[src/rtl/fetch_ctrl.sv]
// rtl/fetch_ctrl.sv - PC and fetch sequencer driving the branch-target LUT
module fetch_ctrl #(
    parameter int PC_W  = 8,
    parameter int IDX_W = 4,
    parameter int CNT_W = 8
) (
    input  logic             Clk,
    input  logic             Reset,
    input  logic             Start,
    input  logic [PC_W-1:0]  StartAddr,
    input  logic             Stall,
    input  logic             Halt,
    input  logic             BranchEn,
    input  logic             Taken,
    input  logic [IDX_W-1:0] LutIdx,
    output logic [IDX_W-1:0] LutAddr,
    input  logic [PC_W-1:0]  LutTarget,
    output logic [PC_W-1:0]  PC,
    output logic             Running,
    output logic             Done,
    output logic [CNT_W-1:0] BranchCount
);

    typedef enum logic [1:0] {
        S_IDLE   = 2'd0,
        S_RUN    = 2'd1,
        S_HALTED = 2'd2
    } state_t;

    state_t           state_q, state_d;
    logic [PC_W-1:0]  pc_q, pc_d;
    logic [CNT_W-1:0] cnt_q, cnt_d;
    logic             running_q, done_q;

    assign LutAddr     = LutIdx;
    assign PC          = pc_q;
    assign Running     = running_q;
    assign Done        = done_q;
    assign BranchCount = cnt_q;

    always_ff @(posedge Clk) begin
        if (!Reset) begin
            state_q   <= S_IDLE;
            pc_q      <= '0;
            cnt_q     <= '0;
            running_q <= 1'b0;
            done_q    <= 1'b0;
        end else begin
            state_q   <= state_d;
            pc_q      <= pc_d;
            cnt_q     <= cnt_d;
            running_q <= (state_d == S_RUN);
            done_q    <= (state_d == S_HALTED);
        end
    end

    // Start beats everything; otherwise only a non-stalled RUN cycle retires.
    always_comb begin
        state_d = state_q;
        pc_d    = pc_q;
        cnt_d   = cnt_q;
        if (Start) begin
            state_d = S_RUN;
            pc_d    = StartAddr;
            cnt_d   = '0;
        end else if (state_q == S_RUN && !Stall) begin
            if (Halt) begin
                state_d = S_HALTED;
            end else if (BranchEn && Taken) begin
                pc_d = LutTarget;
                if (cnt_q != {CNT_W{1'b1}}) begin
                    cnt_d = cnt_q + CNT_W'(1);
                end
            end else begin
                pc_d = pc_q + PC_W'(1);
            end
        end
    end

endmodule

[config.mk]
export PLATFORM = sky130hd
export DESIGN_NAME = fetch_ctrl
export DESIGN_NICKNAME = d
export VERILOG_FILES = /design/src/rtl/fetch_ctrl.sv
export SDC_FILE = /design/constraint.sdc
export NUM_CORES = 1
export LEC_CHECK = 0
export BUFFER_PORTS_ARGS = -buffer_cell sky130_fd_sc_hd__buf_2
export CAP_MARGIN = 5
export CORE_UTILIZATION = 45
export CTS_CLUSTER_DIAMETER = 30
export DETAILED_ROUTE_END_ITERATION = 12
export PLACE_DENSITY = 0.86
export SETUP_SLACK_MARGIN = 0.3
export SYNTH_ARGS = -nofsm -noshare
export SYNTH_HDL_FRONTEND = slang
export SYNTH_SLANG_ARGS = --single-unit
[constraint.sdc]
create_clock -name Clk -period 1.8 [get_ports Clk]
set_input_delay 0 -clock Clk [delete_from_list [all_inputs] [get_ports Clk]]
set_output_delay 0 -clock Clk [all_outputs]
set_load 0.03 [all_outputs]
==> flow_summary.json <==
{
  "setup_violation_total_in_the_final_timing_report": 0,
  "area_share_of_the_largest_cell_type_after_synthesis_pct": 35.5,
  "required_ns": 2.04,
  "worstHoldPathType": "in2out",
  "path_delay_family": "simple AND/OR/NAND/NOR gates",
  "globalRouteMet2Util_pct": 42.9,
  "clock_sink_count": 20,
  "drc": 0,
  "worst_setup_path_start_kind": "flip-flop",
  "detail_route.first_pass.iterations": 4,
  "drt.antenna.violating_nets": 0,
  "number_of_distinct_library_cell_variants_in_the_gate_level_netlist_after_synthesis": 40,
  "cap_violations": 0,
  "cp-end-kind": "flip-flop",
  "grt_start_max_net_pins": 15,
  "timing.final.crit_share_pct": 84.6,
  "rows": 17,
  "clk_pin_slew_worst_paths_ns": 0.11,
  "total_leakage_power_nw": 0.654,
  "fmax_mhz": 657,
  "viasPerCell": 5.74,
  "busiest_layer": "met2",
  "core_region_area_mm2": 0.00230,
  "fin_worst_skew_ns": 0.0155,
  "io_buffers": 40,
  "grt_overflow_total": 0,
  "grt_first_pass_wirelength_um": 4900,
  "vdd_ir_drop_max_mv": 0.533,
  "weighted_congestion_reported_at_the_end_of_routability_driven_placement": 0.828,
  "clock_latency_late_sink_ns": 0.29,
  "num_vias": 1274,
  "worstSetupPathType": "reg2reg",
  "final_max_slew_viol_count": 0,
  "crit_slowest_cell": "sky130_fd_sc_hd__or4b_4",
  "worst_case_clock_buffer_depth": 2,
  "area_growth_from_synthesis_to_layout_pct": 41.5,
  "floorplan.die_area_mm2": 0.00271,
  "tritoncts_clock_tree": "yes",
  "synth_nets": 172,
  "die_height_um": 52.1,
  "num-nets-final": 224,
  "setup_repair_after_global_routing_missed_its_margin": "yes",
  "grtUsageMet1_pct": 27.7,
  "status": "completed",
  "post-synth-top-area-cell": "sky130_fd_sc_hd__dfxtp_1",
  "worst-endpoint-arrival_ns": 1.77,
  "die_w_um": 52.1,
  "first_iter_violations": 40,
  "yosysWarningCount": 0,
  "ys_async_sr_fraction_pct": 0,
  "synth_top_flop_cell": "sky130_fd_sc_hd__dfxtp_1",
  "routed_wirelength_um": 3230,
  "detailedPlacementHpwl_um": 2160,
  "clk_root_buffer_cell": "sky130_fd_sc_hd__clkbuf_4",
  "crit_chain": "or4b_4 -> or3_1 -> nand4_1 -> o211a_1",
  "diodes": 0,
  "netlist_instances": 143,
  "synth.yosys.seq_area_share_pct": 35.5,
  "wl_per_cell_um": 14.5,
  "antenna_found_initial": 0,
  "slew_headroom_pct": 65.4,
  "post-route-min-period_ns": 1.52,
  "initial_core_util_pct": 49.1,
  "critical-path-max-stage-delay_ns": 0.56,
  "syn-cell-area_mm2": 0.00113,
  "power_density_mw_per_mm2": 551,
  "syn_avg_cell_area_um2": 7.89,
  "first_global_vias": 1167,
  "cp_max_fo": 7,
  "synth-seq-cells": 20,
  "synth-edff-count": 0,
  "ioPinCount": 49,
  "hold_viol_final": 0,
  "timing.critical_path.buf_inv": 0,
  "synth_area_leaders": "sky130_fd_sc_hd__dfxtp_1 35%, sky130_fd_sc_hd__a21oi_1 5.8%, sky130_fd_sc_hd__nand2_1 5.0%, sky130_fd_sc_hd__nor2_1 4.7%, sky130_fd_sc_hd__o21ai_0 4.4%",
  "fillCellCount": 194,
  "ratio_of_cells_with_drive_above_1_in_the_final_layout_pct": 43.8,
  "globalRouteTotalUtil_pct": 23.8,
  "grt.met3_usage_pct": 2.05,
  "cts_max_level": 1,
  "numCtsBuffers": 3,
  "worst_pin_slew_ns": 0.517,
  "pwr_total_uw": 880,
  "setup_total_negative_slack_ns": 0
}
timing repair:
| item | in CTS | in global routing |
|---|---|---|
| hold buffers | 7 | 0 |
| resized for setup | 7 | 10 |
| hold endpoints to repair | 7 | 0 |
| setup buffers | 3 | 7 |
| setup endpoints to repair | 9 | 13 |
| pin swaps | 1 | 2 |
power by group:
part	internal (mW)	leakage (nW)	switching (mW)
combinational	0.0867	0.469	0.105
clock	0.0860	0.0150	0.124
sequential	0.456	0.170	0.0216
Yosys cell counts (3+ instances only):
cell	number
sky130_fd_sc_hd__inv_1	4
sky130_fd_sc_hd__o21ai_0	10
sky130_fd_sc_hd__dfxtp_1	20
sky130_fd_sc_hd__nor2_1	14
sky130_fd_sc_hd__nor2b_1	3
sky130_fd_sc_hd__nand4_1	4
sky130_fd_sc_hd__nor3_1	3
sky130_fd_sc_hd__nand2_1	15
sky130_fd_sc_hd__xnor2_1	3
sky130_fd_sc_hd__o22ai_1	3
sky130_fd_sc_hd__or3_1	3
sky130_fd_sc_hd__clkbuf_1	5
sky130_fd_sc_hd__nand3_1	7
sky130_fd_sc_hd__a21oi_1	13
sky130_fd_sc_hd__buf_4	4
kinds of logic (layout without fill, tap and decap cells):
group,Yosys count,after routing,synth area share [%]
AND/OR/NAND/NOR,59,59,27.4
AO/OA/AOI/OAI,40,40,22.4
flip-flops,20,20,35.5
buffers and inverters,15,66,6.54
XOR/XNOR,4,4,3.10
multiplexers,3,3,2.88
adder cells (fa/ha/maj),2,2,2.22
path summary, 6_finish.rpt:
check	from	end	slack [ns]	depth (start not counted)
hold reg to reg	BranchCount[6]$_SDFFE_PP0P_	BranchCount[6]$_SDFFE_PP0P_	0.54	2
setup / recovery	state_q[1]$_SDFF_PN0_	PC[0]$_SDFFE_PN0P_	0.28	4
hold / removal	LutIdx[3]	LutAddr[3]	0.00001	0
setup reg to reg	state_q[1]$_SDFF_PN0_	PC[0]$_SDFFE_PN0P_	0.28	4
cell type report:
type | count | area (um2) | share of cell area, %
Inverter | 4 | 15.0 | 0.940
Multi-Input combinational cell | 108 | 731 | 45.8
Tap cell | 28 | 35.0 | 2.19
Sequential cell | 20 | 433 | 27.1
Clock buffer | 4 | 26.3 | 1.65
Timing Repair Buffer | 58 | 357 | 22.3
sequential cells by signal, summed over array words and instances, names as in the netlist:
name / cells
BranchCount: 8
PC: 8
state_q: 2
Done: 1
Running: 1
through the flow:
step           instances  util [%]  hold WS (ns)  area (um2)  setup WS (ns)
6_report             222      69.5     0.0000111        1600          0.277
2_1_floorplan        143         -         0.132        1170          0.295
3_5_place_dp         201      59.0      0.000354        1360          0.179
5_1_grt              222      69.5     0.0000642        1600          0.207
4_1_cts              215      65.4      0.000354        1500          0.294
3_3_place_gp         201      59.0      0.000354        1360          0.240
worst reg2reg max path, cell delays in order, from the launching register on:
cell	delay [ns]
sky130_fd_sc_hd__dfxtp_2	0.37
sky130_fd_sc_hd__or4b_4	0.56
sky130_fd_sc_hd__or3_1	0.34
sky130_fd_sc_hd__nand4_1	0.09
sky130_fd_sc_hd__o211a_1	0.14
layer usage:
layer	routed length, um	vias up
li1	-	612
met1	1270	581
met2	1630	67
met3	244	14
met4	80	0
met5	0	-
layout by cell type (no fill, tap or decap), types with 3 or more instances in the layout:
cell	instances
sky130_fd_sc_hd__dfxtp_2	5
sky130_fd_sc_hd__o22ai_1	3
sky130_fd_sc_hd__nor2_1	13
sky130_fd_sc_hd__clkbuf_4	3
sky130_fd_sc_hd__a21oi_1	10
sky130_fd_sc_hd__a21oi_2	3
sky130_fd_sc_hd__or3_1	3
sky130_fd_sc_hd__dlygate4sd3_1	7
sky130_fd_sc_hd__inv_1	4
sky130_fd_sc_hd__dfxtp_4	7
sky130_fd_sc_hd__nand2_1	15
sky130_fd_sc_hd__xnor2_1	3
sky130_fd_sc_hd__o21ai_0	8
sky130_fd_sc_hd__buf_4	10
sky130_fd_sc_hd__nor2b_1	3
sky130_fd_sc_hd__nand3_1	6
sky130_fd_sc_hd__buf_2	40
sky130_fd_sc_hd__dfxtp_1	8
sky130_fd_sc_hd__nand4_1	4
Note: power is estimated with default switching activity, not from simulation.
